## src/rtl/multicycle_controller_pkg.sv

```systemverilog
// Shared encodings for the ID-stage controller: opcodes, ALU commands,
// branch conditions and the MULT sequencing FSM state type.
package multicycle_controller_pkg;

  // Opcode codes (instruction bits [31:26])
  localparam int unsigned OP_ADD  = 1;
  localparam int unsigned OP_SUB  = 3;
  localparam int unsigned OP_AND  = 5;
  localparam int unsigned OP_SLL  = 11;
  localparam int unsigned OP_ADDI = 32;
  localparam int unsigned OP_LD   = 36;
  localparam int unsigned OP_ST   = 37;
  localparam int unsigned OP_BNE  = 41;
  localparam int unsigned OP_JMP  = 42;
  localparam int unsigned OP_MULT = 50;

  // ALU commands; the bubble value doubles as "no operation"
  localparam int unsigned EXE_NO_OPERATION = 0;
  localparam int unsigned EXE_ADD          = 1;
  localparam int unsigned EXE_SUB          = 2;
  localparam int unsigned EXE_AND          = 3;
  localparam int unsigned EXE_SLL          = 4;
  localparam int unsigned EXE_MULT         = 5;

  // Branch conditions
  localparam int unsigned COND_NONE = 0;
  localparam int unsigned COND_JUMP = 1;
  localparam int unsigned COND_BNE  = 2;

  // MULT sequencing states
  typedef enum logic [1:0] {
    IDLE  = 2'd0,
    MBUSY = 2'd1,
    MWB   = 2'd2
  } mc_state_t;

endpackage

```

## src/rtl/opcode_decoder.sv

```systemverilog
// Pure combinational opcode to control-bundle map. Flags unknown opcodes
// and marks MULT so the controller can start its multi-cycle sequence.
module opcode_decoder
  import multicycle_controller_pkg::*;
#(
  parameter int OP_CODE_LEN = 6,
  parameter int EXE_CMD_LEN = 4
) (
  input  logic [OP_CODE_LEN-1:0] op_code,
  output logic                   branch_en,
  output logic                   is_imm,
  output logic                   st_or_bne,
  output logic                   wb_en,
  output logic                   mem_r_en,
  output logic                   mem_w_en,
  output logic [EXE_CMD_LEN-1:0] exe_cmd,
  output logic [1:0]             branch_command,
  output logic                   is_mult,
  output logic                   illegal_op
);

  // Opcode lookup; anything not listed is illegal with all control low
  always_comb begin
    branch_en      = 1'b0;
    is_imm         = 1'b0;
    st_or_bne      = 1'b0;
    wb_en          = 1'b0;
    mem_r_en       = 1'b0;
    mem_w_en       = 1'b0;
    exe_cmd        = '0;
    branch_command = '0;
    is_mult        = 1'b0;
    illegal_op     = 1'b0;
    case (op_code)
      OP_CODE_LEN'(OP_ADD): begin
        exe_cmd = EXE_CMD_LEN'(EXE_ADD);
        wb_en   = 1'b1;
      end
      OP_CODE_LEN'(OP_SUB): begin
        exe_cmd = EXE_CMD_LEN'(EXE_SUB);
        wb_en   = 1'b1;
      end
      OP_CODE_LEN'(OP_AND): begin
        exe_cmd = EXE_CMD_LEN'(EXE_AND);
        wb_en   = 1'b1;
      end
      OP_CODE_LEN'(OP_SLL): begin
        exe_cmd = EXE_CMD_LEN'(EXE_SLL);
        wb_en   = 1'b1;
      end
      OP_CODE_LEN'(OP_ADDI): begin
        exe_cmd = EXE_CMD_LEN'(EXE_ADD);
        wb_en   = 1'b1;
        is_imm  = 1'b1;
      end
      OP_CODE_LEN'(OP_LD): begin
        exe_cmd   = EXE_CMD_LEN'(EXE_ADD);
        wb_en     = 1'b1;
        is_imm    = 1'b1;
        st_or_bne = 1'b1;
        mem_r_en  = 1'b1;
      end
      OP_CODE_LEN'(OP_ST): begin
        exe_cmd   = EXE_CMD_LEN'(EXE_ADD);
        is_imm    = 1'b1;
        st_or_bne = 1'b1;
        mem_w_en  = 1'b1;
      end
      OP_CODE_LEN'(OP_BNE): begin
        exe_cmd        = EXE_CMD_LEN'(EXE_NO_OPERATION);
        is_imm         = 1'b1;
        branch_command = 2'(COND_BNE);
        branch_en      = 1'b1;
        st_or_bne      = 1'b1;
      end
      OP_CODE_LEN'(OP_JMP): begin
        exe_cmd        = EXE_CMD_LEN'(EXE_NO_OPERATION);
        is_imm         = 1'b1;
        branch_command = 2'(COND_JUMP);
        branch_en      = 1'b1;
      end
      OP_CODE_LEN'(OP_MULT): begin
        exe_cmd = EXE_CMD_LEN'(EXE_MULT);
        is_mult = 1'b1;
      end
      default: illegal_op = 1'b1;
    endcase
  end

endmodule

```

## src/rtl/multicycle_controller.sv

```systemverilog
// ID-stage controller: single-cycle decode plus a small FSM that sequences
// a multi-cycle MULT (start, stall for the latency, then a write-back slot).
// Outputs are combinational from state, counter and inputs so single-cycle
// ops keep zero decode latency.
module multicycle_controller
  import multicycle_controller_pkg::*;
#(
  parameter int OP_CODE_LEN = 6,
  parameter int EXE_CMD_LEN = 4,
  parameter int MULT_CYCLES = 4,
  parameter int CNT_W       = 4
) (
  input  logic                   clk,
  input  logic                   rst,
  input  logic [OP_CODE_LEN-1:0] opCode,
  input  logic                   instr_valid,
  input  logic                   hazard_detected,
  input  logic                   flush,
  output logic                   branchEn,
  output logic                   Is_Imm,
  output logic                   ST_or_BNE,
  output logic                   WB_EN,
  output logic                   MEM_R_EN,
  output logic                   MEM_W_EN,
  output logic [EXE_CMD_LEN-1:0] EXE_CMD,
  output logic [1:0]             Branch_command,
  output logic                   mult_start,
  output logic                   mult_wb,
  output logic                   mult_abort,
  output logic                   stall_req,
  output logic                   illegal_op
);

  mc_state_t              state;
  logic [CNT_W-1:0]       cnt;

  logic                   dec_branch_en;
  logic                   dec_is_imm;
  logic                   dec_st_or_bne;
  logic                   dec_wb_en;
  logic                   dec_mem_r_en;
  logic                   dec_mem_w_en;
  logic [EXE_CMD_LEN-1:0] dec_exe_cmd;
  logic [1:0]             dec_branch_command;
  logic                   dec_is_mult;
  logic                   dec_illegal_op;
  logic                   id_live;

  opcode_decoder #(
    .OP_CODE_LEN (OP_CODE_LEN),
    .EXE_CMD_LEN (EXE_CMD_LEN)
  ) u_opcode_decoder (
    .op_code        (opCode),
    .branch_en      (dec_branch_en),
    .is_imm         (dec_is_imm),
    .st_or_bne      (dec_st_or_bne),
    .wb_en          (dec_wb_en),
    .mem_r_en       (dec_mem_r_en),
    .mem_w_en       (dec_mem_w_en),
    .exe_cmd        (dec_exe_cmd),
    .branch_command (dec_branch_command),
    .is_mult        (dec_is_mult),
    .illegal_op     (dec_illegal_op)
  );

  // ID carries a real, non-bubbled instruction this cycle
  assign id_live = instr_valid && !hazard_detected && !flush;

  // FSM state and latency counter; MBUSY leaves at cnt==1 so no wrap occurs
  always_ff @(posedge clk or negedge rst) begin
    if (!rst) begin
      state <= IDLE;
      cnt   <= '0;
    end else begin
      case (state)
        IDLE: begin
          if (id_live && dec_is_mult) begin
            state <= MBUSY;
            cnt   <= CNT_W'(MULT_CYCLES - 1);
          end
        end
        MBUSY: begin
          if (flush) begin
            state <= IDLE;
            cnt   <= '0;
          end else begin
            cnt <= cnt - CNT_W'(1);
            if (cnt == CNT_W'(1)) begin
              state <= MWB;
            end
          end
        end
        MWB: begin
          state <= IDLE;
          cnt   <= '0;
        end
        default: begin
          state <= IDLE;
          cnt   <= '0;
        end
      endcase
    end
  end

  // Output mux; rst is folded in so outputs drop the instant reset asserts
  always_comb begin
    branchEn       = 1'b0;
    Is_Imm         = 1'b0;
    ST_or_BNE      = 1'b0;
    WB_EN          = 1'b0;
    MEM_R_EN       = 1'b0;
    MEM_W_EN       = 1'b0;
    EXE_CMD        = '0;
    Branch_command = '0;
    mult_start     = 1'b0;
    mult_wb        = 1'b0;
    mult_abort     = 1'b0;
    stall_req      = 1'b0;
    illegal_op     = 1'b0;
    if (rst) begin
      case (state)
        IDLE: begin
          if (id_live) begin
            branchEn       = dec_branch_en;
            Is_Imm         = dec_is_imm;
            ST_or_BNE      = dec_st_or_bne;
            WB_EN          = dec_wb_en;
            MEM_R_EN       = dec_mem_r_en;
            MEM_W_EN       = dec_mem_w_en;
            EXE_CMD        = dec_exe_cmd;
            Branch_command = dec_branch_command;
            mult_start     = dec_is_mult;
            stall_req      = dec_is_mult;
            illegal_op     = dec_illegal_op;
          end
        end
        MBUSY: begin
          if (flush) begin
            mult_abort = 1'b1;
          end else begin
            stall_req = 1'b1;
          end
        end
        MWB: begin
          if (flush) begin
            mult_abort = 1'b1;
          end else begin
            mult_wb = 1'b1;
            WB_EN   = 1'b1;
            EXE_CMD = EXE_CMD_LEN'(EXE_MULT);
          end
        end
        default: ;
      endcase
    end
  end

endmodule

```

## config.mk

```make
export PLATFORM = sky130hd
export DESIGN_NAME = multicycle_controller
export DESIGN_NICKNAME = d
export VERILOG_FILES = /design/src/rtl/multicycle_controller_pkg.sv /design/src/rtl/opcode_decoder.sv /design/src/rtl/multicycle_controller.sv
export SDC_FILE = /design/constraint.sdc
export NUM_CORES = 1
export LEC_CHECK = 0
export CAP_MARGIN = 25
export CELL_PAD_IN_SITES_DETAIL_PLACEMENT = 2
export CELL_PAD_IN_SITES_GLOBAL_PLACEMENT = 2
export CORE_UTILIZATION = 26
export CTS_BUF_LIST = sky130_fd_sc_hd__clkbuf_4 sky130_fd_sc_hd__clkbuf_8
export DETAILED_ROUTE_END_ITERATION = 16
export GPL_TIMING_DRIVEN = 1
export PLACE_DENSITY_LB_ADDON = 0.12
export SLEW_MARGIN = 10
export SYNTH_ARGS = -nofsm -noshare
export SYNTH_HDL_FRONTEND = slang
export SYNTH_SLANG_ARGS = --single-unit
```

## constraint.sdc

```tcl
create_clock -name clk -period 4.5 [get_ports clk]
set_clock_uncertainty 0.1 [all_clocks]
set_input_delay 0.45 -clock clk [delete_from_list [all_inputs] [get_ports clk]]
set_output_delay 0.45 -clock clk [all_outputs]
set_load 0.05 [all_outputs]
```

**Word level (Yosys, flattened, before mapping)**

Cells that the tools add are included.

- Flip-flop bits (word level): 6
- Logic and storage cells: 88

- Add/subtract/negate cells: 1
- Equal/unequal tests: 15
- Muxes and demuxes: 56
- Reductions and logical operators: 14

Operators with widths:

| operator | count |
|---|---|
| 1-bit two-way mux | 38 |
| 6-bit equality test, second input constant | 6 |
| 4-bit two-way mux | 4 |
| 4-bit one-hot mux with 2 select lines | 2 |
| 3-bit one-hot mux with 5 select lines | 1 |
| 2-bit two-way mux | 6 |
| 10-bit OR reduction | 1 |
| 2-bit one-hot mux with 2 select lines | 2 |
| 6-bit by 1-bit equality test with 1-bit output, second input constant | 1 |
| 6-bit by 2-bit equality test with 1-bit output, second input constant | 1 |
| 6-bit by 3-bit equality test with 1-bit output, second input constant | 1 |
| 6-bit by 4-bit equality test with 1-bit output, second input constant | 1 |
| 6-bit OR reduction | 1 |
| 5-bit OR reduction | 1 |
| 4-bit by 1-bit equality test with 1-bit output, second input constant | 1 |
| 1-bit one-hot mux with 2 select lines | 2 |
| 2-bit OR reduction | 2 |
| 4-bit OR reduction | 1 |
| 4-bit by 1-bit subtractor with 4-bit output, second input constant | 1 |
| 1-bit logical AND | 3 |
| 3-bit two-way mux | 1 |
| 3-bit != test, second input constant | 1 |
| 3-bit OR reduction | 1 |
| 2-bit by 1-bit equality test with 1-bit output, second input constant | 1 |
| other kinds (5) | 6 |

**Logic depth before layout (Yosys ltp)**

Gate-level depths: netlist of run 1.

- Depth after elaboration: 6
- Mapped depth: 7
- Depth with buffers taken out: 6

**Modules after synthesis**

A second synthesis of run 1 with hierarchy kept.

- Cells, all modules: 107
- Area, all modules: 849.6 sq um

By module, submodules not included:

| module | instances | cells an instance | area each (sq um) | seq. area each (sq um) |
|---|---|---|---|---|
| multicycle_controller | 1 | 59 | 544.3 | 150.1 |
| opcode_decoder | 1 | 48 | 305.3 | 0.0 |

**Least setup slack after synthesis of run 1**

Ideal clock, no wire load.

- Kind: input to output
- Start: input port opCode[0]
- End: output port illegal_op
- Arrival: 3494 ps
- Required time: 3950 ps
- Slack: 456 ps
- Cell stages on the path: 4
- Buffers on the path: 1
- Cell sequence: clkbuf_1 nor3_1 o21ba_2 a2111oi_0

- Longest elaborated chain between the ends: 6
- Elaborated cells between the ends (all ways): 15
- Classes of those cells: eq/ne: 10; mux: 4; reduce/logical: 1

RTL lines:

| element | line | text |
|---|---|---|
| start: declaration | multicycle_controller.sv:15 | `input logic [OP_CODE_LEN-1:0] opCode,` |
| 6-bit by 1-bit equality test with 1-bit output (tied with other cells) | opcode_decoder.sv:34 | `case (op_code)` |
| 10-bit OR reduction (no line) (*) | n/a |  |
| 1-bit two-way mux (*) | opcode_decoder.sv:34 |  |
| 1-bit two-way mux (*) | multicycle_controller.sv:123 | `if (id_live) begin` |
| 1-bit two-way mux (*) | multicycle_controller.sv:121 | `case (state)` |
| 1-bit two-way mux (*) | multicycle_controller.sv:120 | `if (rst) begin` |
| end: declaration | multicycle_controller.sv:31 | `output logic illegal_op` |

Every way passes the cells marked *; elsewhere a longest branch is shown, timed or not.

**Final worst setup path of run 1**

- Start: input port opCode[0]
- End: output port stall_req

- Longest elaborated chain between the ends: 5

RTL lines:

| element | line | text |
|---|---|---|
| 6-bit equality test | opcode_decoder.sv:34 |  |
| 1-bit two-way mux | opcode_decoder.sv:34 |  |
| 1-bit two-way mux | multicycle_controller.sv:123 |  |
| 1-bit one-hot mux with 2 select lines | multicycle_controller.sv:121 |  |
| 1-bit two-way mux | multicycle_controller.sv:120 |  |
| end: declaration | multicycle_controller.sv:30 | `output logic stall_req,` |

No other way between the ends.

==> results of run 1 <==
## flip-flops by register name, summed over array words and instances (netlist names)
signal and cells:
state 2, cnt 4
## final timing paths
check | cells after the start | start | slack (ns) | to
max | 6 | opCode[0] | 0.97 | stall_req
min in group clk | 1 | cnt[3] | 0.45 | cnt[3]
min reg2reg | 1 | cnt[3] | 0.45 | cnt[3]
max in group asynchronous | 1 | rst | 3.68 | state[0]
max reg2reg | 6 | state[1] | 2.85 | cnt[3]
min | 1 | rst | 0.38 | cnt[3]
## worst reg2reg max path: cells and delay by family, from the launching register on
family | cells | cell delay [ns]
AOI/OAI and AO/OA | 1 | 0.20
adders and majority gates | 1 | 0.14
buffers and inverters | 1 | 0.08
DFF | 1 | 0.39
and+or+nand+nor | 3 | 0.67
## kinds of logic (layout without fill, tap and decap cells)
family          count (synthesis)  in the layout
compound gates                 26             26
xor+xnor                        3              3
fa+ha+maj                       5              5
buf+inv                        15             37
flops                           6              6
mux                             1              1
other cells                     1              1
simple gates                   44             44
## layout make-up
type                       instances  area share, %
timing repair buffer              26           24.7
tap                               31           3.68
multi-input combinational         80           52.4
sequential                         6           14.3
inverter                           8           2.85
clock buffer                       3           2.14
## per-layer routing
layer,GRT usage (%),up-vias,share of wire (%)
li1,-,410,-
met1,19.6,415,44
met2,29.8,12,55
met3,1.38,0,1.9
met4,4.18,0,0
met5,0,-,0
## stage by stage
stage / instance area, µm² / hold WS, ns
6_report: 1050 / 0.379
3_3_place_gp: 1030 / 0.428
3_5_place_dp: 1030 / 0.438
4_1_cts: 1050 / 0.381
5_1_grt: 1050 / 0.408
2_1_floorplan: 766 / 0.0544
## where the power goes
part           switching, µW  internal, µW  leakage, µW
clock                   15.9          29.9    0.0000138
sequential              11.1          63.1    0.0000808
combinational           83.9          57.4     0.000337
total                    111           150     0.000432
## layout by cell type, fill, tap and decap left out, drive strengths merged, types with 5 or more instances in the layout
cell	netlist	routed
nor3	5	5
ha	5	5
a21oi	9	9
nand2b	5	5
inv	8	8
clkdlybuf4s50	0	26
dfrtp	6	6
nor2	10	10
## synthesized netlist by cell type (all sizes together)
| master | n | area, µm² |
|---|---|---|
| nand4bb | 1 | 11.3 |
| o22ai | 2 | 12.5 |
| a21oi | 9 | 45.0 |
| nor2b | 3 | 18.8 |
| nor3 | 5 | 25.0 |
| o31ai | 3 | 22.5 |
| mux2i | 1 | 10.0 |
| a22o | 1 | 8.76 |
| xnor2 | 1 | 8.76 |
| buf | 2 | 15.0 |
| and3 | 2 | 13.8 |
| nand4b | 1 | 8.76 |
| nor4 | 4 | 25.0 |
| o21ai | 4 | 20.0 |
| nand3 | 1 | 5.00 |
| a211oi | 1 | 7.51 |
| ha | 5 | 62.6 |
| nor2 | 10 | 37.5 |
| dfrtp | 6 | 150 |
| clkbuf | 5 | 18.8 |
| or4b | 1 | 13.8 |
| nand2b | 5 | 31.3 |
| nand2 | 4 | 15.0 |
| a2111oi | 1 | 8.76 |
| o41ai | 1 | 27.5 |
| a32o | 1 | 10.0 |
| or2 | 1 | 6.26 |
| and2b | 1 | 8.76 |
| nand3b | 1 | 7.51 |
| xor2 | 2 | 17.5 |
| o22a | 1 | 8.76 |
| nor4b | 2 | 17.5 |
| a21o | 1 | 7.51 |
| inv | 8 | 30.0 |
| o21ba | 1 | 10.0 |
| conb | 1 | 3.75 |
| nor3b | 2 | 15.0 |
==> run summary, run 1 <==
Top cell by count, worst path: clkdlybuf4s50_1
Finish-stage setup viols: 0
starting density of the core: 27.5%
Yosys Warn Count: 0
area grow syn2layout: 37.6%
io pins: 28
All-Layer GR Usage: 16.0%
Sink Count: 6
die height: 56.3 µm
register area share after synthesis: 19.6%
Slew Limit Headroom: 66.3%
Worst Setup Start Kind: primary input
cts repair resizes: 0
DRT Pass-1 Iters: 4
via count: 837
Power Total: 261 µW
min-delay worst type: primary input to asynchronous set/reset pin
DPL Wire Length: 1.91 mm
root buffer cell: clkbuf_4
Fmax: 283 MHz
Setup Total Neg Slack: 0 ns
Worst Path Required: 3.95 ns
# fillers: 326
Core Rows: 19
largest net degree at the start of global routing: 13
Worst setup EP type: output port
Total Die Area: 0.00317 mm²
Buf/Inv on CP: 2
Core Area: 0.00278 mm²
drt wl/cell: 15.1 µm
Synth Area in Adders: 8.17%
placed insts: 151
syn_nets: 117
part of the cycle the worst path needs: 78.4%
Max H-tree Level: 1
leakage power: 0.000432 µW
FF/Latch Area: 150 µm²
RSZ-0062 raised after global routing: false
number of routed nets with antenna violations: 0
mux contribution to synthesized area: 1.31%
hold_buf cts: 0
final WL: 2.33 mm
Max Cap Viol: 0
CTS buffer count: 3
largest family of logic cells by synthesized area: simple AND/OR/NAND/NOR gates
slowest cell on the critical path: clkdlybuf4s50_1
Setup WS pre-CTS: 0.957 ns
PwrDens: 248 mW/mm²
Worst-path clk slew: 0.04 ns
Final Wtd Congestion: 0.763
Synth Area in XOR/XNOR: 3.43%
First DRT Iteration DRCs: 5
vias in the first global route: 908
Final Max Tran Viols: 0
critical path class: primary input to output port
Synth Area in Simple Gates: 34.0%
area occupied by multi-input gates: 552 µm²
clk_lat worst skew: 0.23 ns
share of post-route cells with drive strength above 1: 6.50%
outcome: complete, no violations
Top delay family on crit path: buffers and inverters
#FFs+latches synth: 6
Synth cell types: 39
CP peak stage delay: 0.79 ns
Syn Area/Cell: 7.58 µm²
critical path cell sequence: clkdlybuf4s50_1 -> nand2b_1 -> nor3_1 -> nor3b_1 -> a21o_1 -> clkdlybuf4s50_1
first-pass GRT wire length: 4.11 mm
CTS max path bufs: 2
NumNets Final: 141
port bufs: 26
Tmin final: 3.53 ns
Mapped Area: 766 µm²
final core utilization: 37.9%
Remaining DRCs: 0
Worst IR Drop VDD: 0.210 mV
Worst Tran Pin Value: 0.504 ns
diode count: 0
Synth Area in Compound Gates: 24.7%
drt via density: 5.44
Mapped Cells: 101
Die X: 56.3 µm
post-CTS setup buffers: 0
Max FO, Critical Path: 12
post-route setup slack: 0.971 ns
crit path DAT: 2.98 ns
grt ovf: 0
Finished Layout Cells: 154
final hold vios: 0
CTS tree: yes
initial antenna violation count: 0
Note: power is estimated with default switching activity, not from simulation.
==> run 2: changes to the inputs <==
--- a/config.mk
+++ b/config.mk
@@ -8,7 +8,7 @@
 export CAP_MARGIN = 25
 export CELL_PAD_IN_SITES_DETAIL_PLACEMENT = 2
 export CELL_PAD_IN_SITES_GLOBAL_PLACEMENT = 2
-export CORE_UTILIZATION = 26
+export CORE_UTILIZATION = 24
 export CTS_BUF_LIST = sky130_fd_sc_hd__clkbuf_4 sky130_fd_sc_hd__clkbuf_8
 export DETAILED_ROUTE_END_ITERATION = 16
 export GPL_TIMING_DRIVEN = 1
==> constraint.sdc (replaced) <==
create_clock -name clk -period 3.45 [get_ports clk]
set_clock_uncertainty 0.1 [all_clocks]
set_input_delay 0.345 -clock clk [delete_from_list [all_inputs] [get_ports clk]]
set_output_delay 0.345 -clock clk [all_outputs]
set_load 0.05 [all_outputs]
==> run 2 against run 1 <==
Global-route usage decreased by 1.9 points. Non-clock buffer count grew 3. Sequential cell count unchanged. Cell count increased by 10%. Via count increased by 1.1%. First-iteration DRC count rose to 2.8 times the previous value. Register-to-register slack lost 1.0 ns. Sequential share of layout area is 0.20 points lower. Core utilization fell by 2.6 points.
==> run summary, run 2 (synthesized netlist as in run 1, its figures left out) <==
die height: 58.5 µm (+3.9%)
# fillers: 377 (+16%)
Worst R2R Path Depth: 6 (unchanged)
commonest non-fill, non-tap cell in the layout: clkdlybuf4s50_1
drt wl/cell: 13.8 µm (-9.1%)
CTS max path bufs: 2 (unchanged)
Top reg by flops: cnt
root buffer cell: clkbuf_4
part of the cycle the worst path needs: 84.8%
worst reg2reg startpoint: state[1]
Top Layer Used: met3
Core Area: 0.00303 mm² (+8.9%)
number of routed nets with antenna violations: 0 (unchanged)
Worst setup EP type: output port
io pins: 28 (unchanged)
Worst Setup SP: state[0]
First DRT Iteration DRCs: 14 (+9)
Max Cap Viol: 0 (unchanged)
Worst Setup Start Kind: flop
area grow syn2layout: 39.5%
FF/Latch Area: 150 µm² (unchanged)
Worst Path Required: 3.00 ns (-0.95 ns)
Tmin final: 2.93 ns
initial antenna violation count: 0 (unchanged)
CTS buffer count: 3 (unchanged)
hold_buf cts: 0 (unchanged)
routed length on met3: 67 µm (+49%)
final WL: 2.34 mm (+0.39%)
Max H-tree Level: 1 (unchanged)
Fmax: 342 MHz
reg-to-reg endpoint: cnt[3]
share of post-route cells with drive strength above 1: 16.7% (+10 points)
min-delay worst type: primary input to asynchronous set/reset pin
critical path class: flop to output port
Worst Tran Pin Value: 0.497 ns (-0.00654 ns)
grt ovf: 0 (unchanged)
clk_lat worst skew: 0.24 ns (about the same)
Final Max Tran Viols: 0 (unchanged)
Slew Limit Headroom: 66.8% (+0.44 points)
via count: 846 (+1.1%)
PwrDens: 324 mW/mm² (+30%)
Remaining DRCs: 0 (unchanged)
Total Die Area: 0.00342 mm² (+8.0%)
starting density of the core: 25.3% (-2.2 points)
Setup Total Neg Slack: 0 ns (unchanged)
Reg2Reg Setup Slack: 1.85 ns (-1.00 ns)
post-CTS setup buffers: 0 (unchanged)
max reg flops: 4 (unchanged)
Max FO, Critical Path: 7 (-5)
DRT Pass-1 Iters: 4 (unchanged)
most frequent cells in the layout: 16 x clkdlybuf4s50_1, 13 x buf_4, 10 x nor2_1, 9 x a21oi_1, 8 x inv_1
area occupied by multi-input gates: 553 µm² (+0.23%)
Finish-stage setup viols: 0 (unchanged)
drt via density: 4.98 (-8.4%)
first-pass GRT wire length: 3.73 mm (-9.2%)
Final Wtd Congestion: 0.760 (-0.39%)
Power Total: 346 µW (+32%)
port bufs: 26 (unchanged)
Sink Count: 6 (unchanged)
RSZ-0062 raised after global routing: false
CTS tree: yes
final hold vios: 0 (unchanged)
Worst IR Drop VDD: 0.203 mV (-3.3%)
leakage power: 0.000466 µW (+8.0%)
NumNets Final: 144 (+2.1%)
wl on met1: 1.06 mm (+4.0%)
outcome: complete, no violations
diode count: 0 (unchanged)
post-route setup slack: 0.523 ns (-0.448 ns)
Die X: 58.5 µm (+3.9%)
endpoint of the most critical setup path: Branch_command[0]
Met2 Wirelength: 1.22 mm (-4.2%)
Setup WS pre-CTS: 0.533 ns (-0.424 ns)
All-Layer GR Usage: 14.1% (-1.9 points)
crit path DAT: 2.48 ns (-0.50 ns)
vias in the first global route: 860 (-5.3%)
Core Rows: 20 (+1)
Top Registers: cnt (4), state (2)
cts repair resizes: 0 (unchanged)
DPL Wire Length: 1.92 mm (+0.19%)
largest net degree at the start of global routing: 13 (unchanged)
Worst-path clk slew: 0.05 ns (about the same)
run 2: changes by cell type in the layout (fill, tap and decap cells not counted):
| cell | change |
|---|---|
| a2111oi_0 | -1 |
| a2111oi_1 | +1 |
| clkdlybuf4s50_1 | -10 |
| buf_4 | +13 |
run 2: through the flow:
step           hold WS (ns)  cell area (µm²)  cells  utilization, %
2_1_floorplan       -0.0506              767    101               -
3_3_place_gp          0.416             1050    167            34.5
3_5_place_dp          0.424             1050    167            34.5
4_1_cts               0.348             1070    170            35.3
5_1_grt               0.345             1070    170            35.3
6_report              0.341             1070    170            35.3
run 2: report_power, final:
part / total, µW / switching [µW] / internal (µW)
registers: 96.7 / 14.5 / 82.2
logic: 184 / 108 / 75.6
clock network: 65.1 / 25.7 / 39.4
run 2: cell type report:
cell class	instances	share of cell area, %
inverters	8	2.81
multi-input cells	80	51.8
repair buffers	29	24.1
clock buffers	3	2.11
flip-flops and latches	6	14.1
well taps	44	5.15
run 2: critical path, stage by stage, from the launching register on:
cell             delay [ns]
dfrtp_1                0.40
inv_1                  0.09
ha_1                   0.32
nand4b_1               0.31
nor3_1                 0.28
clkdlybuf4s50_1        0.84
run 2: worst min path at each step:
stage                       from      to  depth (start not counted)
final                        rst  cnt[0]                          2
after global placement    cnt[3]  cnt[3]                          1
after global routing         rst  cnt[0]                          2
after CTS                    rst  cnt[0]                          2
after floorplan              rst  cnt[0]                          0
after detailed placement  cnt[3]  cnt[3]                          1
run 2: layer usage:
metal	track usage [%]	vias up
met5	0	-
met4	4.42	0
met3	1.98	0
met2	25.5	15
met1	17.1	414
li1	-	417
==> run 3: changes to the inputs <==
--- a/config.mk
+++ b/config.mk
@@ -8,7 +8,7 @@
 export CAP_MARGIN = 25
 export CELL_PAD_IN_SITES_DETAIL_PLACEMENT = 2
 export CELL_PAD_IN_SITES_GLOBAL_PLACEMENT = 2
-export CORE_UTILIZATION = 24
+export CORE_UTILIZATION = 22
 export CTS_BUF_LIST = sky130_fd_sc_hd__clkbuf_4 sky130_fd_sc_hd__clkbuf_8
 export DETAILED_ROUTE_END_ITERATION = 16
 export GPL_TIMING_DRIVEN = 1
==> constraint.sdc (replaced) <==
create_clock -name clk -period 2.4 [get_ports clk]
set_clock_uncertainty 0.1 [all_clocks]
set_input_delay 0.24 -clock clk [delete_from_list [all_inputs] [get_ports clk]]
set_output_delay 0.24 -clock clk [all_outputs]
set_load 0.05 [all_outputs]
==> run 3 against run 2 <==
Non-clock buffer count increased by 14. Clock-buffer cell count unchanged. Register-to-register slack got worse by 1.1 ns. Setup slack got worse by 0.36 ns. Critical path type is now primary input to output port. Routed wire length increased by 17%. Final area increased by 33%. Sequential power increased by 47%.
==> run summary, run 3 (synthesized netlist as in run 1, its figures left out) <==
outcome: complete, no violations
Final Max Tran Viols: 0 (unchanged)
io pins: 28 (unchanged)
hold_buf cts: 0 (unchanged)
root buffer cell: clkbuf_4
most frequent cells in the layout: 17 x buf_4, 16 x buf_12, 10 x nor2_1, 10 x clkdlybuf4s50_1, 9 x a21oi_1
largest net degree at the start of global routing: 10 (-3)
First DRT Iteration DRCs: 14 (unchanged)
number of routed nets with antenna violations: 0 (unchanged)
first-pass GRT wire length: 4.60 mm (+23%)
initial antenna violation count: 0 (unchanged)
commonest non-fill, non-tap cell in the layout: buf_4
via count: 901 (+6.5%)
CTS max path bufs: 2 (unchanged)
Hold WS: 0.188 ns (-0.153 ns)
final WL: 2.74 mm (+17%)
NumNets Final: 158 (+9.7%)
clk_lat worst skew: 0.25 ns (about the same)
leakage power: 0.000602 µW (+29%)
Setup Total Neg Slack: 0 ns (unchanged)
vias in the first global route: 963 (+12%)
grt ovf: 0 (unchanged)
post-CTS setup buffers: 0 (unchanged)
part of the cycle the worst path needs: 93.0%
CTS buffer count: 3 (unchanged)
# fillers: 383 (+1.6%)
Max Cap Viol: 0 (unchanged)
Die X: 61.0 µm (+4.3%)
max reg flops: 4 (unchanged)
min-delay worst type: primary input to asynchronous set/reset pin
CTS tree: yes
diode count: 0 (unchanged)
Total Die Area: 0.00372 mm² (+8.8%)
placed insts: 183 (+9.6%)
drt wl/cell: 14.7 µm (+6.9%)
final hold vios: 0 (unchanged)
RSZ-0062 raised after global routing: false
Worst Path Required: 2.06 ns (-0.94 ns)
die height: 61.0 µm (+4.3%)
Top Registers: cnt (4), state (2)
Max FO, Critical Path: 7 (unchanged)
Core Rows: 21 (+5.0%)
cts repair resizes: 0 (unchanged)
DPL Wire Length: 2.36 mm (+23%)
crit path DAT: 1.89 ns (-0.59 ns)
Tmin final: 2.23 ns
starting density of the core: 22.9% (-2.3 points)
drt via density: 4.84 (-2.7%)
Finish-stage setup viols: 0 (unchanged)
DRT Pass-1 Iters: 2 (-2)
Core Area: 0.00334 mm² (+10%)
Worst-path clk slew: 0.05 ns (about the same)
Remaining DRCs: 0 (unchanged)
All-Layer GR Usage: 17.1% (+3.0 points)
PwrDens: 408 mW/mm² (+26%)
Final Wtd Congestion: 0.816 (+7.3%)
share of post-route cells with drive strength above 1: 34.3% (+18 points)
port bufs: 26 (unchanged)
Worst setup EP type: output port
Sink Count: 6 (unchanged)
Worst IR Drop VDD: 0.317 mV (+56%)
Top reg by flops: cnt
Fmax: 448 MHz
Finished Layout Cells: 186 (+9.4%)
Max H-tree Level: 1 (unchanged)
area grow syn2layout: 85.3%
critical path class: primary input to output port
Worst Setup Start Kind: primary input
run 3: power breakdown:
group	leakage [µW]	internal, µW	switching (µW)	total [µW]
Clock	0.0000138	56.6	37.4	94.0
Combinational	0.000508	162	181	343
Sequential	0.0000808	118	24.0	142
Total	0.000602	336	242	579
run 3: worst max-delay path, stage by stage:
cell and delay (ns):
clkdlybuf4s50_1 0.60, nand2b_1 0.22, nor2_1 0.08, o21ba_2 0.23, a2111oi_4 0.34, buf_12 0.18
run 3: layer usage:
metal	global-route usage, %	routed length, µm
met1	20.8	1160
met2	30.9	1460
met3	1.28	77
met4	6.82	34
met5	0	0
run 3: through the flow:
step	setup WS, ns	power [µW]	area [µm²]	utilization, %
6_report	0.167	579	1420	42.5
5_1_grt	0.0184	620	1420	42.5
4_1_cts	0.0665	590	1410	42.1
3_5_place_dp	0.0656	488	1380	41.5
3_3_place_gp	0.142	471	1380	41.5
2_1_floorplan	-0.171	332	812	-
run 3: worst paths after layout:
path                            depth (start not counted)  slack [ns]    endpoint       from
worst max-delay path                                    6        0.17  illegal_op  opCode[5]
min in group clk                                        1        0.45      cnt[3]     cnt[3]
worst min register to register                          1        0.45      cnt[3]     cnt[3]
worst min-delay path                                    2        0.19    state[0]        rst
max in group asynchronous                               2        1.89      cnt[2]        rst
worst max register to register                          6        0.77      cnt[3]   state[1]
run 3: layout make-up:
type	count	area, µm²	share of cell area, %
multi-input combinational	80	611	43.0
timing repair buffer	43	548	38.6
sequential	6	150	10.6
tap	46	57.6	4.06
inverter	8	30.0	2.12
clock buffer	3	22.5	1.59
